<file path="src/rtl/systolic_nxn.sv">
// NxN output-stationary systolic matrix multiplier with its own SRAM read sequencer.
// Alternating A/B vector reads feed a skewed launch register; signed MACs accumulate C = A x B.
module systolic_nxn #(
    parameter int          N      = 4,
    parameter logic [12:0] A_BASE = 13'h000,
    parameter logic [12:0] B_BASE = 13'h100
) (
    input  logic                      clk,
    input  logic                      rst_n,
    input  logic                      start,
    input  logic                      clear,
    input  logic [7:0]                k_param,
    input  logic [31:0]               data_a,
    input  logic [31:0]               data_b,
    output logic [12:0]               addr,
    output logic                      rd_en_n,
    output logic                      done,
    output logic [N-1:0][N-1:0][19:0] out
);

    typedef enum logic [2:0] {S_IDLE, S_RD_A, S_RD_B, S_DRAIN, S_DONE} state_t;

    state_t         state_q, state_d;
    logic [7:0]     k_q, k_d;
    logic [7:0]     kmax_q, kmax_d;
    logic [3:0]     dc_q, dc_d;
    logic [12:0]    addr_last_q;
    logic           rd_a_d1_q, rd_b_d1_q;
    logic [8*N-1:0] a_cap_q, a_cap_d;
    logic [8*N-1:0] la_d, lb_d;

    always_ff @(posedge clk or negedge rst_n) begin
        if (!rst_n) begin
            state_q     <= S_IDLE;
            k_q         <= '0;
            kmax_q      <= '0;
            dc_q        <= '0;
            addr_last_q <= '0;
            rd_a_d1_q   <= 1'b0;
            rd_b_d1_q   <= 1'b0;
            a_cap_q     <= '0;
        end else begin
            state_q     <= state_d;
            k_q         <= k_d;
            kmax_q      <= kmax_d;
            dc_q        <= dc_d;
            addr_last_q <= addr;
            rd_a_d1_q   <= (state_q == S_RD_A);
            rd_b_d1_q   <= (state_q == S_RD_B);
            a_cap_q     <= a_cap_d;
        end
    end

    always_comb begin
        state_d = state_q;
        k_d     = k_q;
        kmax_d  = kmax_q;
        dc_d    = dc_q;
        case (state_q)
            S_IDLE: begin
                if (start) begin
                    kmax_d  = k_param;
                    k_d     = '0;
                    state_d = (k_param == 8'd0) ? S_DONE : S_RD_A;
                end
            end
            S_RD_A: state_d = S_RD_B;
            S_RD_B: begin
                k_d = k_q + 8'd1;
                if (({1'b0, k_q} + 9'd1) < {1'b0, kmax_q}) begin
                    state_d = S_RD_A;
                end else begin
                    state_d = S_DRAIN;
                    dc_d    = '0;
                end
            end
            // The last pair needs 2N cycles to reach the far corner PE.
            S_DRAIN: begin
                dc_d = dc_q + 4'd1;
                if (dc_q == 4'(2 * N - 1)) state_d = S_DONE;
            end
            S_DONE:  state_d = S_IDLE;
            default: state_d = S_IDLE;
        endcase
    end

    always_comb begin
        addr    = addr_last_q;
        rd_en_n = 1'b1;
        done    = 1'b0;
        case (state_q)
            S_RD_A: begin
                addr    = A_BASE + {5'b0, k_q};
                rd_en_n = 1'b0;
            end
            S_RD_B: begin
                addr    = B_BASE + {5'b0, k_q};
                rd_en_n = 1'b0;
            end
            S_DONE:  done = 1'b1;
            default: ;
        endcase
    end

    // A is held until its B partner returns, then both launch together for one cycle.
    always_comb begin
        a_cap_d = rd_a_d1_q ? data_a[8*N-1:0] : a_cap_q;
        la_d    = rd_b_d1_q ? a_cap_q : '0;
        lb_d    = rd_b_d1_q ? data_b[8*N-1:0] : '0;
    end

    if (N < 4) begin : g_unused
        logic unused_hi;
        assign unused_hi = ^{data_a[31:8*N], data_b[31:8*N]};
    end

    for (genvar i = 0; i < N; i++) begin : g_askew
        logic signed [7:0] dl_q [0:i];
        always_ff @(posedge clk or negedge rst_n) begin
            if (!rst_n) begin
                for (int s = 0; s <= i; s++) dl_q[s] <= '0;
            end else begin
                dl_q[0] <= la_d[8*i +: 8];
                for (int s = 1; s <= i; s++) dl_q[s] <= dl_q[s-1];
            end
        end
    end

    for (genvar j = 0; j < N; j++) begin : g_bskew
        logic signed [7:0] dl_q [0:j];
        always_ff @(posedge clk or negedge rst_n) begin
            if (!rst_n) begin
                for (int s = 0; s <= j; s++) dl_q[s] <= '0;
            end else begin
                dl_q[0] <= lb_d[8*j +: 8];
                for (int s = 1; s <= j; s++) dl_q[s] <= dl_q[s-1];
            end
        end
    end

    for (genvar i = 0; i < N; i++) begin : g_row
        for (genvar j = 0; j < N; j++) begin : g_col
            logic signed [7:0]  a_in, b_in;
            logic signed [15:0] prod;
            logic [19:0]        acc_q, acc_d;

            if (j == 0) begin : g_ain
                assign a_in = g_askew[i].dl_q[i];
            end else begin : g_ain
                assign a_in = g_row[i].g_col[j-1].g_apass.a_q;
            end

            if (i == 0) begin : g_bin
                assign b_in = g_bskew[j].dl_q[j];
            end else begin : g_bin
                assign b_in = g_row[i-1].g_col[j].g_bpass.b_q;
            end

            if (j < N - 1) begin : g_apass
                logic signed [7:0] a_q;
                always_ff @(posedge clk or negedge rst_n) begin
                    if (!rst_n) a_q <= '0;
                    else        a_q <= a_in;
                end
            end

            if (i < N - 1) begin : g_bpass
                logic signed [7:0] b_q;
                always_ff @(posedge clk or negedge rst_n) begin
                    if (!rst_n) b_q <= '0;
                    else        b_q <= b_in;
                end
            end

            always_comb begin
                prod  = a_in * b_in;
                acc_d = clear ? 20'd0 : acc_q + {{4{prod[15]}}, prod};
            end

            always_ff @(posedge clk or negedge rst_n) begin
                if (!rst_n) acc_q <= '0;
                else        acc_q <= acc_d;
            end

            assign out[i][j] = acc_q;
        end
    end

endmodule

</file>
<file path="config.mk">
export PLATFORM = sky130hd
export DESIGN_NAME = systolic_nxn
export DESIGN_NICKNAME = d
export VERILOG_FILES = /design/src/rtl/systolic_nxn.sv
export SDC_FILE = /design/constraint.sdc
export NUM_CORES = 2
export LEC_CHECK = 0
export ABC_AREA = 1
export CORE_ASPECT_RATIO = 0.8
export CORE_MARGIN = 4
export CORE_UTILIZATION = 40
export CTS_CLUSTER_DIAMETER = 150
export DETAILED_ROUTE_END_ITERATION = 6
export DONT_BUFFER_PORTS = 1
export SLEW_MARGIN = 20
export SYNTH_ARGS = -nofsm -noshare
export SYNTH_HDL_FRONTEND = slang
export SYNTH_SLANG_ARGS = --single-unit
</file>
<file path="constraint.sdc">
create_clock -name clk -period 7.71 [get_ports clk]
set_input_delay 1.542 -clock clk [delete_from_list [all_inputs] [get_ports clk]]
set_output_delay 1.542 -clock clk [all_outputs]
set_load 0.02 [all_outputs]
</file>
[Yosys cells after proc, flatten, opt, wreduce, memory -nomap -nowiden]
Cells that the tools add are included.
W data, S select, Z words.
Cells by class
  $add $sub $neg: 20
  multiply operators: 16
  divide/modulo/power cells: 0
  $lt $le $gt $ge: 1
  equal/unequal tests: 8
  shift-type cells: 0
  multiplexer cells: 30
  bitwise operators: 0
  reduce and logical (&&, ||, !) cells: 9
Operators with widths (count)
  $add A20 B20 Y20: 16
  $mux W20: 16
  $mul A8 B8 Y16: 16
  $mux W32: 2
  $pmux W13 S2: 1
  $pmux W8 S2: 1
  $pmux W3 S4: 1
  $add A9 B8 Y10 const A: 1
  $add A8 B1 Y9 const B: 1
  $lt A9 B8 Y1: 1
  $mux W3: 3
  $add A8 B1 Y8 const B: 1
  $logic_not A8 Y1: 1
  $mux W8: 1
  $pmux W4 S2: 1
  $reduce_and A2 Y1: 4
  $eq A3 B2 Y1 const B: 2
  $ne A2 B2 Y1 const B: 3
  $add A4 B1 Y4 const B: 1
  $eq A4 B3 Y1 const B: 1
  $mux W4: 1
  $reduce_bool A2 Y1: 2
  $eq A3 B1 Y1 const B: 1
  $eq A3 B3 Y1 const B: 1
  other kinds (4): 5
Word-level totals
  bits in registers: 742
  latch bits: 0
  RAM bits: 0
  bits in read-only memories: 0
  bits of input ports: 76
  word-level logic and storage cells: 152
  memories: 0

[Logic depth before layout (Yosys ltp)]
  word-level depth: 4
  gate-level depth with buffers: 32
  mapped depth without buffers: 31

[Worst setup path after synthesis]
Ideal clock, no wire load.
  path kind: flip-flop to flip-flop
  start point: register g_askew[2].dl_q (netlist bit g_row[2].g_col[0].a_in[0])
  end point: register g_row[2].g_col[0].acc_q[19]
  library setup time: 119 ps
  arrival time: 5157 ps
  required time: 7591 ps
  path slack: 2434 ps
  cell stages (with the launch flop): 30
  path buffers: 1
  path through: dfrtp_1 > clkbuf_1 > or2_2 > fa_1 > fa_1 > inv_1 > fa_1 > inv_1 > fa_1 > inv_1 > ha_1 > a21o_1 > nand3_1 > nand2_1 > a21oi_1 > nor2_1 > o21ai_0 > nand3b_1 > nand2_1 > inv_1 > ha_1 > nand2_1 > nor2_1 > inv_1 > nor4_1 > nand4_1 > nand3_1 > nand3_1 > nand2_1 > nor2_1
Between the ends
  longest elaborated chain between the ends: 3
RTL lines
  start: declaration: line 118  | logic signed [7:0] dl_q [0:i];
  $mul A8 B8 Y16: line 176  | prod = a_in * b_in;
  $add A20 B20 Y20: line 177  | acc_d = clear ? 20'd0 : acc_q + {{4{prod[15]}}, prod};
  $mux W20: line 177
  net g_row[2].g_col[0].acc_d[19]: line 145  | logic [19:0] acc_q, acc_d;
  end signal: assignment: line 181  | if (!rst_n) acc_q <= '0;
  end signal: assignment: line 182  | else acc_q <= acc_d;
  end: declaration: line 145
The timed path passes the listed nets, and every way through them passes these cells.
A chain may end at the register's enable or synchronous reset.

[Worst setup path after layout]
  start point: register g_row[2].g_col[0].g_apass.a_q[7]
  end point: register g_row[2].g_col[1].acc_q[17]
Between the ends
  longest elaborated chain between the ends: 3
RTL lines
  start: declaration: line 160  | logic signed [7:0] a_q;
  start signal: assignment: line 163  | else a_q <= a_in;
  $mul A8 B8 Y16: line 176
  $add A20 B20 Y20: line 177
  $mux W20: line 177
  net g_row[2].g_col[1].acc_d[17]: line 145
  end signal: assignment: line 181
  end signal: assignment: line 182
  end: declaration: line 145
The timed path passes the listed nets, and every way through them passes these cells.

==> flow_summary.yaml <==
synthesis:
  syn_avg_cell_area_um2: 7.85
  syn-cell-area_um2: 81300
  yosysSeqAreaShare_pct: 22.8
  synth_common_cells: "inv_1, nand2_1, fa_1"
  synth_top_area_share_pct: 22.8
  syn_inst: 10359
  synth_edf_count: 0
  synth.net_count: 12124
  yosysWarnings: 0
  synth.area.top_cells: "dfrtp_1, fa_1, inv_1"
  synth_largest_area_cell: "dfrtp_1"
  ys_async_sr_fraction_pct: 100
  synth_ff_type: "dfrtp_1"
  ys_seq_elements: 742
  post-synth-top-count-cell: "inv_1"
  ys_types: 48
timing:
  final.setup_skew_ns: 0.0300
  grt_setup_unrepaired: "false"
  drv_slew: 0
  tns_ns: 0
  setup_viol: 0
  slew_headroom_pct: 24.7
  hold_viol: 0
  fin_crit_ns: 6.38
  fmax_mhz: 157
  worstMarginPinSlew_ns: 1.13
  finalCritPeriodShare_pct: 82.8
job:
  drv_cap: 0
setup_path:
  criticalPathCategory: "flip-flop to flip-flop"
  startpoint_type: "flip-flop"
  rrSetupSlack_ns: 1.33
  endpoint_kind: "flip-flop"
  rr_startpoint: "g_row[2].g_col[0].g_apass.a_q[7]"
  worst_ep_required_time_ns: 8.37
  r2r_cells: 21
  cp.arrival_ns: 7.04
  cp_max_fo: 9
  worstReg2RegEnd: "g_row[2].g_col[1].acc_q[17]"
drt:
  wl_per_cell_um: 17.3
  wl_mm: 224
  drt_iter0_markers: 4074
  dr.pass1.iters: 6
  vias_per_cell: 4.88
  antenna_left: 0
  drcViolationCount: 0
  vias: 63170
worst_hold_path:
  hp-class: "flip-flop to flip-flop"
  hold_path_end: "g_askew[3].dl_q[15]"
  min_from: "g_askew[3].dl_q[23]"
  hold_path_depth: 0
clock_tree:
  ctsRootBufferMaster: "clkbuf_16"
  insertion_delay_ns: 0.74
  clkSinkCount: 742
  holdBufCountCts: 0
  cts_buffers: 94
  htreeDepth: 3
  cts_tree: "done"
  post_cts_buffers: 0
  cts.reportedPaths.clkPinSlew_ns: 0.07
  ctsResizeCount: 0
  cts_max_path_buffers: 3
die:
  std_cell_rows: 147
  start_util_pct: 40.4
  pin_count: 411
  die_width_um: 512
  die_y_um: 411
  coreArea_um2: 201000
  dieArea_um2: 211000
final_layout:
  drive_gt1_share_pct: 3.56
  nNetsFinal: 11933
  areaGrowthSynthToFinish_pct: 7.16
placement:
  io_buffers: 0
  dp_hpwl_mm: 182
  gp_congestion: 0.933
pwr:
  p_total_w: 0.0240
  peakVddDrop_v: 0.000192
  leakage_nw: 52.4
  cellPowerDensity_nw_per_um2: 276
global_route:
  grt_pass1_wl_mm: 360
  grt-ovfl-total: 0
  grt_pass1_vias: 64362
  grt_start_max_net_pins: 182
  antenna_found_initial: 15
  grt_use_total_pct: 21.4
run_status:
  status: "complete, no violations"
[report_power, final]
group / total (W) / leakage [nW] / internal (W) / switching (W)
Sequential: 0.00784 / 10.0 / 0.00500 / 0.00284
Clock: 0.00492 / 1.66 / 0.00290 / 0.00202
Combinational: 0.0113 / 40.8 / 0.00409 / 0.00717
Total: 0.0240 / 52.4 / 0.0120 / 0.0120
[stage by stage]
stage	area (µm²)	util [%]	setup slack [ns]	hold WS (ns)	cells
floorplan	81300	-	2.43	0.331	10359
global placement	83600	41.5	1.32	0.331	12749
detailed placement	83700	41.6	1.26	0.335	12754
CTS	87100	43.3	1.22	0.334	12929
global route	87100	43.3	0.774	0.351	12929
finish	87200	43.3	1.33	0.338	12935
[cell type report]
type,count,area [µm²]
sequential,742,18600
inverter,2819,10600
multi-input combinational,6502,51100
timing repair buffer,9,168
clock inverter,58,811
antenna,6,15.0
clock buffer,117,2600
fill,20170,114000
tap,2682,3360
[how the worst max path moves through the flow]
| stage | cells past startpoint | slack [ns] | startpoint | to |
|---|---|---|---|---|
| final | 21 | 1.33 | g_row[2].g_col[0].g_apass.a_q[7] | g_row[2].g_col[1].acc_q[17] |
| after global routing | 23 | 0.77 | g_row[2].g_col[0].g_apass.a_q[7] | g_row[2].g_col[1].acc_q[17] |
| after CTS | 21 | 1.22 | g_row[2].g_col[0].g_apass.a_q[7] | g_row[2].g_col[1].acc_q[17] |
| after detailed placement | 21 | 1.26 | g_row[2].g_col[0].g_apass.a_q[7] | g_row[2].g_col[1].acc_q[17] |
| after global placement | 21 | 1.32 | g_row[2].g_col[0].g_apass.a_q[7] | g_row[2].g_col[1].acc_q[17] |
| after floorplan | 29 | 2.43 | g_row[2].g_col[0].a_in[0] | g_row[2].g_col[0].acc_q[19] |
[cell families after synthesis]
group                      after synthesis  share of synthesized area, %
and+or+nand+nor                       3217                          16.1
muxes                                   33                         0.457
xor gates and xnor gates               275                          2.96
AOI/OAI and AO/OA                     1288                          8.97
adders and majority gates             1689                          34.2
buffers and inverters                 3115                          14.4
DFF                                    742                          22.8
[flip-flops by register name (all words and copies together) (netlist names)]
signal,flops
a_cap_q,32
addr_last_q,13
g_row.g_col.a_in,24
g_row.g_col.g_apass.a_q,96
g_bskew.dl_q,56
rd_a_d1_q,1
rd_b_d1_q,1
g_row.g_col.b_in,24
kmax_q,8
state_q,3
g_row.g_col.acc_q,320
dc_q,4
g_askew.dl_q,56
k_q,8
g_row.g_col.g_bpass.b_q,96
[routing by layer]
metal / global-route usage, % / vias up / part of all wire, %
met5: 0 / - / 0.028
met4: 4.48 / 10 / 2.2
met3: 4.42 / 246 / 6.3
met2: 34.2 / 1501 / 45
met1: 30.0 / 30657 / 47
li1: - / 30756 / -
[cells in the final DEF (no fill, tap or decap), types with 42 or more instances in the layout]
cell / synthesis / routed
fa_1: 896 / 896
nand3_1: 357 / 357
a31oi_1: 42 / 42
ha_1: 793 / 793
clkbuf_16: 0 / 96
nand2_1: 2089 / 2089
o21ai_0: 369 / 369
nand4_1: 76 / 76
nor2_1: 568 / 568
a21o_1: 72 / 72
xor2_1: 150 / 150
inv_1: 2798 / 2798
xnor2_1: 125 / 125
o21bai_1: 49 / 49
a21oi_1: 587 / 587
dfrtp_1: 742 / 740
[critical path, stage by stage (launching register included)]
cell      delay (ns)
dfrtp_1         0.67
nand2_1         0.25
fa_1            0.82
inv_1           0.15
fa_1            0.52
inv_1           0.05
fa_1            0.51
inv_1           0.06
fa_1            0.45
ha_1            0.33
a21oi_1         0.15
a21boi_0        0.17
nand3_1         0.11
nand3_1         0.18
nand2_1         0.22
ha_1            0.43
nand2_1         0.14
nor4_1          0.48
nand4_1         0.19
nand3_1         0.16
o21ai_0         0.10
a21oi_1         0.16
No activity file was read; power rests on OpenSTA's default activity.
